### config.mk
export PLATFORM = sky130hd
export DESIGN_NAME = shift_result_stage
export DESIGN_NICKNAME = d
export VERILOG_FILES = /design/src/rtl/shift_pkg.sv /design/src/rtl/shift_skid_buf.sv /design/src/rtl/shift_result_stage.sv
export SDC_FILE = /design/constraint.sdc
export NUM_CORES = 1
export LEC_CHECK = 0
export ABC_AREA = 1
export ABC_CLOCK_PERIOD_IN_PS = 1200
export BUFFER_PORTS_ARGS = -buffer_cell sky130_fd_sc_hd__clkbuf_2
export CELL_PAD_IN_SITES_DETAIL_PLACEMENT = 0
export CELL_PAD_IN_SITES_GLOBAL_PLACEMENT = 2
export CORE_MARGIN = 8
export CORE_UTILIZATION = 25
export DETAILED_ROUTE_END_ITERATION = 10
export PLACE_DENSITY_LB_ADDON = 0.08
export SYNTH_ARGS = -nofsm -noshare
export SYNTH_HDL_FRONTEND = slang
export SYNTH_SLANG_ARGS = --single-unit
export TNS_END_PERCENT = 10
### constraint.sdc
create_clock -name clk -period 1.2 [get_ports clk]
set_clock_uncertainty 0.15 [all_clocks]
set_input_delay 0.24 -clock clk [delete_from_list [all_inputs] [get_ports clk]]
set_output_delay 0.24 -clock clk [all_outputs]
set_load 0.01 [all_outputs]
### src/rtl/shift_pkg.sv
// Shared types for the shifter result stage: default widths, buffered entry layout, sticky mask.
// The sticky bit exists only when SHIFT_STICKY_EN is defined.
package shift_pkg;

   localparam int unsigned DATA_W  = 5;
   localparam int unsigned SHIFT_W = 2;

   typedef struct packed {
      logic [DATA_W-1:0] y;
      logic              zero;
`ifdef SHIFT_STICKY_EN
      logic              sticky;
`endif
   } entry_t;

   // Bits of A that a right shift by b discards.
   function automatic logic [DATA_W-1:0] sticky_mask(input logic [SHIFT_W-1:0] b);
      return (DATA_W'(1) << b) - DATA_W'(1);
   endfunction

endpackage

### src/rtl/shift_skid_buf.sv
// Generic 2-entry valid/ready skid buffer on a packed entry.
// in_ready depends only on registered state, so out_ready never reaches the upstream combinationally.
module shift_skid_buf #(
   parameter int unsigned W = 8
) (
   input  logic         clk,
   input  logic         rst_n,
   input  logic         in_valid,
   output logic         in_ready,
   input  logic [W-1:0] in_data,
   output logic         out_valid,
   input  logic         out_ready,
   output logic [W-1:0] out_data
);

   logic         main_valid;
   logic [W-1:0] main_data;
   logic         skid_valid;
   logic [W-1:0] skid_data;
   logic         in_xfer;

   assign in_ready  = !skid_valid;
   assign in_xfer   = in_valid && !skid_valid;
   assign out_valid = main_valid;
   assign out_data  = main_data;

   always_ff @(posedge clk or negedge rst_n) begin
      if (!rst_n) begin
         main_valid <= 1'b0;
         main_data  <= '0;
         skid_valid <= 1'b0;
         skid_data  <= '0;
      end else if (!main_valid || out_ready) begin
         // Main slot frees up: the skid entry is older than any new input, so it goes first.
         if (skid_valid) begin
            main_data  <= skid_data;
            main_valid <= 1'b1;
            skid_valid <= 1'b0;
         end else if (in_xfer) begin
            main_data  <= in_data;
            main_valid <= 1'b1;
         end else begin
            main_valid <= 1'b0;
         end
      end else if (in_xfer) begin
         skid_data  <= in_data;
         skid_valid <= 1'b1;
      end
   end

endmodule

### src/rtl/shift_result_stage.sv
// Registered output stage behind the right shifter: captures y, derives zero/sticky flags,
// presents them through a 2-entry skid buffer and counts delivered results. Option: SHIFT_STICKY_EN.
module shift_result_stage
   import shift_pkg::*;
#(
   parameter int unsigned WIDTH = DATA_W,
   parameter int unsigned SHW   = SHIFT_W,
   parameter int unsigned CNT_W = 8
) (
   input  logic             clk,
   input  logic             rst_n,
   input  logic             in_valid,
   output logic             in_ready,
   input  logic [WIDTH-1:0] in_a,
   input  logic [SHW-1:0]   in_bshift,
   input  logic [WIDTH-1:0] in_y,
   output logic             out_valid,
   input  logic             out_ready,
   output logic [WIDTH-1:0] out_y,
   output logic             out_zero,
   output logic             out_sticky,
   output logic [CNT_W-1:0] result_cnt
);

   entry_t in_entry;
   entry_t out_entry;

   // Flags are taken from the shifter result at capture time, not re-derived downstream.
   always_comb begin
      in_entry      = '0;
      in_entry.y    = in_y;
      in_entry.zero = (in_y == '0);
`ifdef SHIFT_STICKY_EN
      in_entry.sticky = |(in_a & sticky_mask(in_bshift));
`endif
   end

`ifndef SHIFT_STICKY_EN
   logic unused_operands;
   assign unused_operands = ^{in_a, in_bshift};
`endif

   shift_skid_buf #(
      .W($bits(entry_t))
   ) u_skid (
      .clk      (clk),
      .rst_n    (rst_n),
      .in_valid (in_valid),
      .in_ready (in_ready),
      .in_data  (in_entry),
      .out_valid(out_valid),
      .out_ready(out_ready),
      .out_data (out_entry)
   );

   assign out_y    = out_entry.y;
   assign out_zero = out_entry.zero;
`ifdef SHIFT_STICKY_EN
   assign out_sticky = out_entry.sticky;
`else
   assign out_sticky = 1'b0;
`endif

   always_ff @(posedge clk or negedge rst_n) begin
      if (!rst_n) begin
         result_cnt <= '0;
      end else if (out_valid && out_ready) begin
         result_cnt <= result_cnt + 1'b1;
      end
   end

endmodule

* Word level (Yosys, flattened, before mapping)
Cells that the tools add are included.
** Storage, ports and cells
- Register bits after elaboration :: 22
- Word-level logic and storage cells :: 23
** Cells by class
- $add $sub $neg :: 1
- Muxes and demuxes :: 6
- Bitwise operators :: 1
- Reduce and logical (&&, ||, !) cells :: 10
** Operators by type and width (count)
- $mux 6 :: 2
- $add 8x1->8 const B :: 1
- $logic_not 5->1 :: 1
- $mux 1 :: 4
- $reduce_and 2->1 :: 2
- $reduce_bool 2->1 :: 2
- $logic_and 1x1->1 :: 2
- $logic_not 1->1 :: 2
- $logic_or 1x1->1 :: 1
- $not 1->1 :: 1

* Logic depth before layout (Yosys ltp)
Gate-level depths: netlist of run 1.
- Word-level depth :: 4
- Gate-level depth with buffers :: 7

* Modules after synthesis
A second synthesis of run 1 with hierarchy kept.
** Second synthesis, totals
- Cells, all modules :: 128
- Area, all modules :: 1083.5 µm²
** Modules (own cells, without submodules)
- shift_skid_buf :: times used 1, cells an instance 83, area an instance 675.6 µm², seq. area each 350.3 µm²
- shift_result_stage :: times used 1, cells an instance 45, area an instance 407.9 µm², seq. area each 200.2 µm²

* Worst setup path after synthesis of run 1
Ideal clock, no wire load.
- Path kind :: register to register
- Start :: register result_cnt[1]
- End :: register result_cnt[6]
- Library setup time :: 0.113 ns
- Data arrival time :: 1.007 ns
- Data required time :: 0.937 ns
- Path slack :: -0.070 ns
- Stages on the path, launching flop included :: 7
- Path buffers :: 0
- Period minus slack after synthesis :: 1.270 ns
- Cell sequence :: dfrtp_1 > ha_1 > nand3_1 > nor2_1 > nand3_1 > nand2_1 > inv_1
** On the way
- Cells in the longest elaborated chain, start to end :: 1
** Ends and longest elaborated chain
- from (decl) :: line shift_result_stage.sv:22 : output logic [CNT_W-1:0] result_cnt
- from (signal assigned) :: line shift_result_stage.sv:68 : result_cnt <= result_cnt + 1'b1;
- $add 8x1->8 :: line shift_result_stage.sv:68
Every way passes these cells.
A chain may end at the register's enable or synchronous reset.

* Final worst setup path of run 1
- Start :: register u_skid.skid_valid
- End :: output in_ready
** On the way
- Cells in the longest elaborated chain, start to end :: 1
** Ends and longest elaborated chain
- from (decl) :: line shift_skid_buf.sv:18 : logic skid_valid;
- from (signal assigned) :: line shift_skid_buf.sv:31 : skid_valid <= 1'b0;
- from (signal assigned) :: line shift_skid_buf.sv:38 : skid_valid <= 1'b0;
- from (signal assigned) :: line shift_skid_buf.sv:47 : skid_valid <= 1'b1;
- $logic_not 1->1 :: line shift_skid_buf.sv:22 : assign in_ready = !skid_valid;
- to (decl) :: line shift_result_stage.sv:13 : output logic in_ready,
Every way passes these cells.

==> metrics, run 1 <==
status complete, but fails checks; failing checks setup timing; Largest delay share family, worst path flip-flops; chip height 82.0 µm; Final Max Slew Viols 0; # clock sinks 22; final cell count without fillers 226; Starting Density about a quarter; deepest clock path buffer count 2; slowest stage delay, CP 0.39 ns; Worst Setup End Kind output port; global-route wire length before repair 4310 µm; Worst Setup Start Kind register; Vias per Instance around 4; Setup Crit Path Kind reg2out; Reg area 551 µm²; f_max between 700 and 800 MHz; Cells after Synth 130; arrival time at the worst endpoint between 0.9 and 1 ns; WL final ~2600 µm; worst-path maximum fanout 2; Int Pwr about 1.7 mW; Lkg Pwr 0.838 nW; die width approximately 80 µm; r2r worst-path depth 7; Final GP Congestion roughly 0.67; DR vias between 900 and 1000; share of layout cells above drive strength 1 between 30 and 40%; Congestion Overflow GR 0; drt drc 0; final setup fails 15; syn_nets ~150; Pwr Total roughly 2.6 mW; GRT Overall Usage under 10%; Setup TNS -0.734 ns; DPL Wire Length between 1500 and 2000 µm; Period minus WS final approximately 1.3 ns; NumNets Final between 150 and 200; R2R setup slack -0.06 ns; port bufs 24; Hold Path Stages 3; # rows 24; sw frac between 30% and 40%; Seq/Total Area, Yosys between 50 and 60%; vias in the first global route around 880; Distinct cells, synth 22; synthesized area per cell 8.36 µm²; combinational share of power between 30% and 40%; IO Pins 33; Reg power frac 40.3%; die area between 6000 and 7000 µm²; 1st-pass router iterations 4; P_sw roughly 900 µW; core footprint about 4300 µm²; Routed Antenna Nets 0; Ant. Diodes 0; fin crit share 108%; Clock Latency Late Sink between 0.2 and 0.3 ns; Placed Area about 1400 µm²; TritonCTS clock tree done; largest net degree at the start of global routing 23; H-Tree Depth 1; PnR worst setup slack -0.0981 ns; Required @ worst endpoint 0.81 ns; Slowest-stage cell, CP dfrtp_1; Fin. Hold Viols 0; CTS root buffer clkbuf_8; Max Cap Violations 0; WL/cell about 12 µm; CP Cell Sequence inv_2, buf_6, buf_8; CP Buf/Inv Count 3; WP depth 3; PwrDens 1680 nW/µm²; flops & latches, synth 22; RSZ-0062 raised after global routing true; Syn. warnings 0; Peak VDD IR around 0.75 mV; clock power share about a fifth; footprint of the multi-input gates about 470 µm²; clock-pin slew on the worst setup and hold paths about 0.080 ns; Layout area overhead 44.3%; initial antenna violation count 0; number of buffers created by CTS 3; Placed Cells incl. Taps around 220; HP Class in2reg; fillers ~460; synthesized area roughly 1100 µm²; DR iter-0 viols 25; final instance area around 1600 µm²
## synthesized netlist by cell type
master	n	area, µm²
a21oi_1	1	5.00
buf_2	1	5.00
buf_4	1	7.51
buf_6	1	11.3
conb_1	1	3.75
dfrtp_1	22	551
ha_1	1	12.5
inv_1	19	71.3
inv_2	2	7.51
nand2_1	42	158
nand2_2	1	6.26
nand2_4	1	11.3
nand3_1	6	30.0
nand3_2	1	10.0
nand4_1	4	25.0
nor2_1	9	33.8
nor2_2	1	6.26
nor2_4	1	11.3
o211ai_1	5	37.5
o21ai_0	1	5.00
o21ai_2	6	52.6
xor2_1	3	26.3
## metrics by stage
| step | utilization (%) | setup slack [ns] | hold slack, ns |
|---|---|---|---|
| global placement | 32.2 | -0.0309 | 0.0453 |
| global route | 36.8 | -0.141 | 0.0994 |
| detailed placement | 32.2 | -0.0464 | 0.0457 |
| CTS | 35.2 | -0.120 | 0.0843 |
| floorplan | - | -0.0624 | -0.206 |
| finish | 36.8 | -0.0981 | 0.0865 |
## repair_timing
action                     in CTS  in global routing
pin swaps                       2                  7
buffers inserted                5                  1
gates resized for setup         6                 20
hold endpoints to repair       22                  0
hold buffers                    1                  0
setup endpoints to repair      16                 28
## per-layer routing
| layer | up-vias | routed length, µm | track usage (%) |
|---|---|---|---|
| li1 | 489 | - | - |
| met1 | 414 | 1260 | 10.9 |
| met2 | 19 | 1180 | 12.9 |
| met3 | 2 | 171 | 2.41 |
| met4 | 0 | 24 | 3.16 |
| met5 | - | 0 | 0 |
## cells by family after synthesis
group           count (synthesis)  synth area share [%]
other cells                     1                 0.345
compound gates                 13                  9.21
simple gates                   66                  26.8
buf+inv                        24                  9.44
fa+ha+maj                       1                  1.15
xor+xnor                        3                  2.42
flops                          22                  50.6
## worst reg2reg max path: cells and delay by family (launching register included)
kind	cells	cell delay [ns]
AND/OR/NAND/NOR	2	0.12
flip-flops	1	0.39
buffers and inverters	4	0.43
AO/OA/AOI/OAI	1	0.07
## sequential cells by signal (all words and copies together) (netlist names)
name and flops:
u_skid.skid_data 6, u_skid.skid_valid 1, result_cnt 8, u_skid.out_valid 1, u_skid.out_data 6
## layout by cell type, fill, tap and decap left out
master         synthesis  layout
a21oi_1                1       1
buf_12                 0       2
buf_4                  1      11
buf_6                  1       8
buf_8                  0       2
clkbuf_2               0      19
clkbuf_8               0       4
conb_1                 1       1
dfrtp_1               22      22
dlygate4sd3_1          0       1
ha_2                   0       1
inv_1                 19      18
inv_2                  2       3
nand2_1               42      38
nand2_2                1       4
nand2_4                1       2
nand3_1                6       5
nand3_2                1       2
nand4_1                4       4
nor2_1                 9       7
nor2_2                 1       1
nor2_4                 1       3
o211ai_1               5       5
o21ai_0                1       1
o21ai_2                6       6
xor2_1                 3       3
## power groups by stage
stage / Sequential, mW / Clock, mW / Combinational (mW)
after floorplan: 1.15 / 0 / 0.389
after global placement: 1.07 / 0 / 0.853
after detailed placement: 1.08 / 0 / 0.863
after CTS: 1.05 / 0.565 / 0.948
after global routing: 1.09 / 0.591 / 1.17
final: 1.07 / 0.536 / 1.04
## final cells by class
class	instances	area share, %
Sequential cell	22	35.1
Multi-Input combinational cell	84	30.1
Timing Repair Buffer	43	22.2
Inverter	21	5.02
Tap cell	52	4.15
Clock buffer	4	3.51
## worst paths after layout
| check | startpoint | to |
|---|---|---|
| max | u_skid.skid_valid$_DFFE_PN0P_ | in_ready |
| min | in_valid | u_skid.out_valid$_DFFE_PN0N_ |
| max reg2reg | u_skid.skid_valid$_DFFE_PN0P_ | u_skid.out_data[0]$_DFFE_PN0P_ |
| min reg2reg | u_skid.out_data[1]$_DFFE_PN0P_ | u_skid.out_data[1]$_DFFE_PN0P_ |
| max in group asynchronous | rst_n | result_cnt[2]$_DFFE_PN0P_ |
| min in group asynchronous | rst_n | u_skid.out_data[4]$_DFFE_PN0P_ |
No activity file was read; power rests on OpenSTA's default activity.
==> run 2: changes to the inputs <==
Settings changed: SKIP_CTS_REPAIR_TIMING from default to 1.
==> metrics, run 2 (synthesized netlist as in run 1, its figures left out) <==
Placed Cells incl. Taps 215; P_sw 911 µW; Final Max Slew Viols 0; slowest stage delay, CP 0.40 ns; Starting Density 25.5%; Worst Setup Start Kind register; vias in the first global route between 800 and 900; # rows 24; Fin. Hold Viols 0; Setup Crit Path Kind reg2out; sw frac a little over a third; arrival time at the worst endpoint 0.93 ns; CP Buf/Inv Count 2; fin crit share 110%; DR vias ~930; PnR worst setup slack -0.118 ns; CP Cell Sequence buf_4, clkbuf_2; Slowest-stage cell, CP dfrtp_1; # clock sinks 22; Vias per Instance roughly 4; deepest clock path buffer count 2; Period minus WS final between 1 and 1.5 ns; largest net degree at the start of global routing 23; die area around 6700 µm²; clock power share between 20% and 30%; RSZ-0062 raised after global routing true; chip height roughly 80 µm; global-route wire length before repair between 4000 and 5000 µm; H-Tree Depth 1; Lkg Pwr slightly above 0.8 nW; core footprint ~4300 µm²; NumNets Final 192; WL/cell between 10 and 15 µm; Largest delay share family, worst path flip-flops; Layout area overhead 42.2%; final cell count without fillers 226; Peak VDD IR roughly 0.86 mV; Routed Antenna Nets 0; f_max about 760 MHz; GRT Overall Usage roughly 8.3%; commonest non-fill, non-tap cells in the layout nand2_1, clkbuf_2, dfrtp_1, inv_1, buf_4; max reg flops 8; HP Class in2reg; Required @ worst endpoint slightly above 0.8 ns; port bufs 24; share of layout cells above drive strength 1 39.1%; Ant. Diodes 0; initial antenna violation count 0; status complete, but fails checks; Worst Setup End Kind output port; Max Cap Violations 0; Clock Latency Late Sink between 0.2 and 0.3 ns; CTS root buffer clkbuf_8; Top reg by flops result_cnt; drt drc 0; DPL Wire Length 1960 µm; Pwr Total around 2.6 mW; PwrDens between 1500 and 2000 nW/µm²; Final GP Congestion just under 0.7; combinational share of power 38.3%; number of buffers created by CTS 3; worst-path maximum fanout 4; clock-pin slew on the worst setup and hold paths approximately 0.08 ns; die width between 80 and 90 µm; commonest non-fill, non-tap cell in the layout nand2_1; final setup fails 17; TritonCTS clock tree done; Setup WS pre-CTS -0.0464 ns; Reg power frac 41.1%; failing checks setup timing; utilization after layout approximately 36%; WL final 2640 µm; WHS between 0.08 and 0.09 ns; Congestion Overflow GR 0; 1st-pass router iterations 4; fillers 464; IO Pins 33; DR iter-0 viols 33; Int Pwr ~1.7 mW
## run 2: worst paths after layout
path                                                  end                      startpoint  slack (ns)  cells past startpoint
hold reg to reg            u_skid.out_data[4]$_DFFE_PN0P_  u_skid.out_data[4]$_DFFE_PN0P_        0.33                      2
max in group asynchronous       result_cnt[3]$_DFFE_PN0P_                           rst_n        0.45                      3
setup reg to reg                result_cnt[5]$_DFFE_PN0P_       result_cnt[2]$_DFFE_PN0P_       -0.09                      7
setup / recovery                            result_cnt[1]       result_cnt[1]$_DFFE_PN0P_       -0.12                      2
hold / removal               u_skid.out_valid$_DFFE_PN0N_                        in_valid        0.08                      3
min in group asynchronous  u_skid.out_data[4]$_DFFE_PN0P_                           rst_n        0.30                      3
## run 2: per-stage QoR
| step | TNS, ns | cell area, µm² |
|---|---|---|
| 2_1_floorplan | -0.0794 | 1100 |
| 3_3_place_gp | -0.164 | 1370 |
| 3_5_place_dp | -0.281 | 1370 |
| 4_1_cts | -1.26 | 1430 |
| 5_1_grt | -2.33 | 1550 |
| 6_report | -0.922 | 1550 |
## run 2: power groups by stage
stage          combinational (mW)  sequential (mW)  clock [mW]
2_1_floorplan               0.389             1.15           0
3_3_place_gp                0.853             1.07           0
3_5_place_dp                0.863             1.08           0
4_1_cts                     0.868             1.07       0.565
5_1_grt                      1.12             1.11       0.591
6_report                     1.00             1.07       0.538
## run 2: cell type report
cell class | count | area [µm²] | area share (%)
multi-input cells | 84 | 469 | 30.3
flip-flops and latches | 22 | 552 | 35.7
repair buffers | 43 | 324 | 21.0
inverters | 21 | 81.3 | 5.26
clock buffers | 4 | 55.1 | 3.56
well taps | 52 | 65.1 | 4.21
## run 2: worst reg2reg max path: cells and delay by family (launching register included)
kind / cells / cell delay (ns)
AND/OR/NAND/NOR: 5 / 0.40
flip-flops: 1 / 0.41
buffers and inverters: 2 / 0.23
## run 2: routing by layer
metal / GRT usage (%) / up-vias / wire length (µm)
li1: - / 489 / -
met1: 10.5 / 418 / 1240
met2: 12.8 / 17 / 1200
met3: 2.52 / 2 / 166
met4: 3.16 / 0 / 24
met5: 0 / - / 0
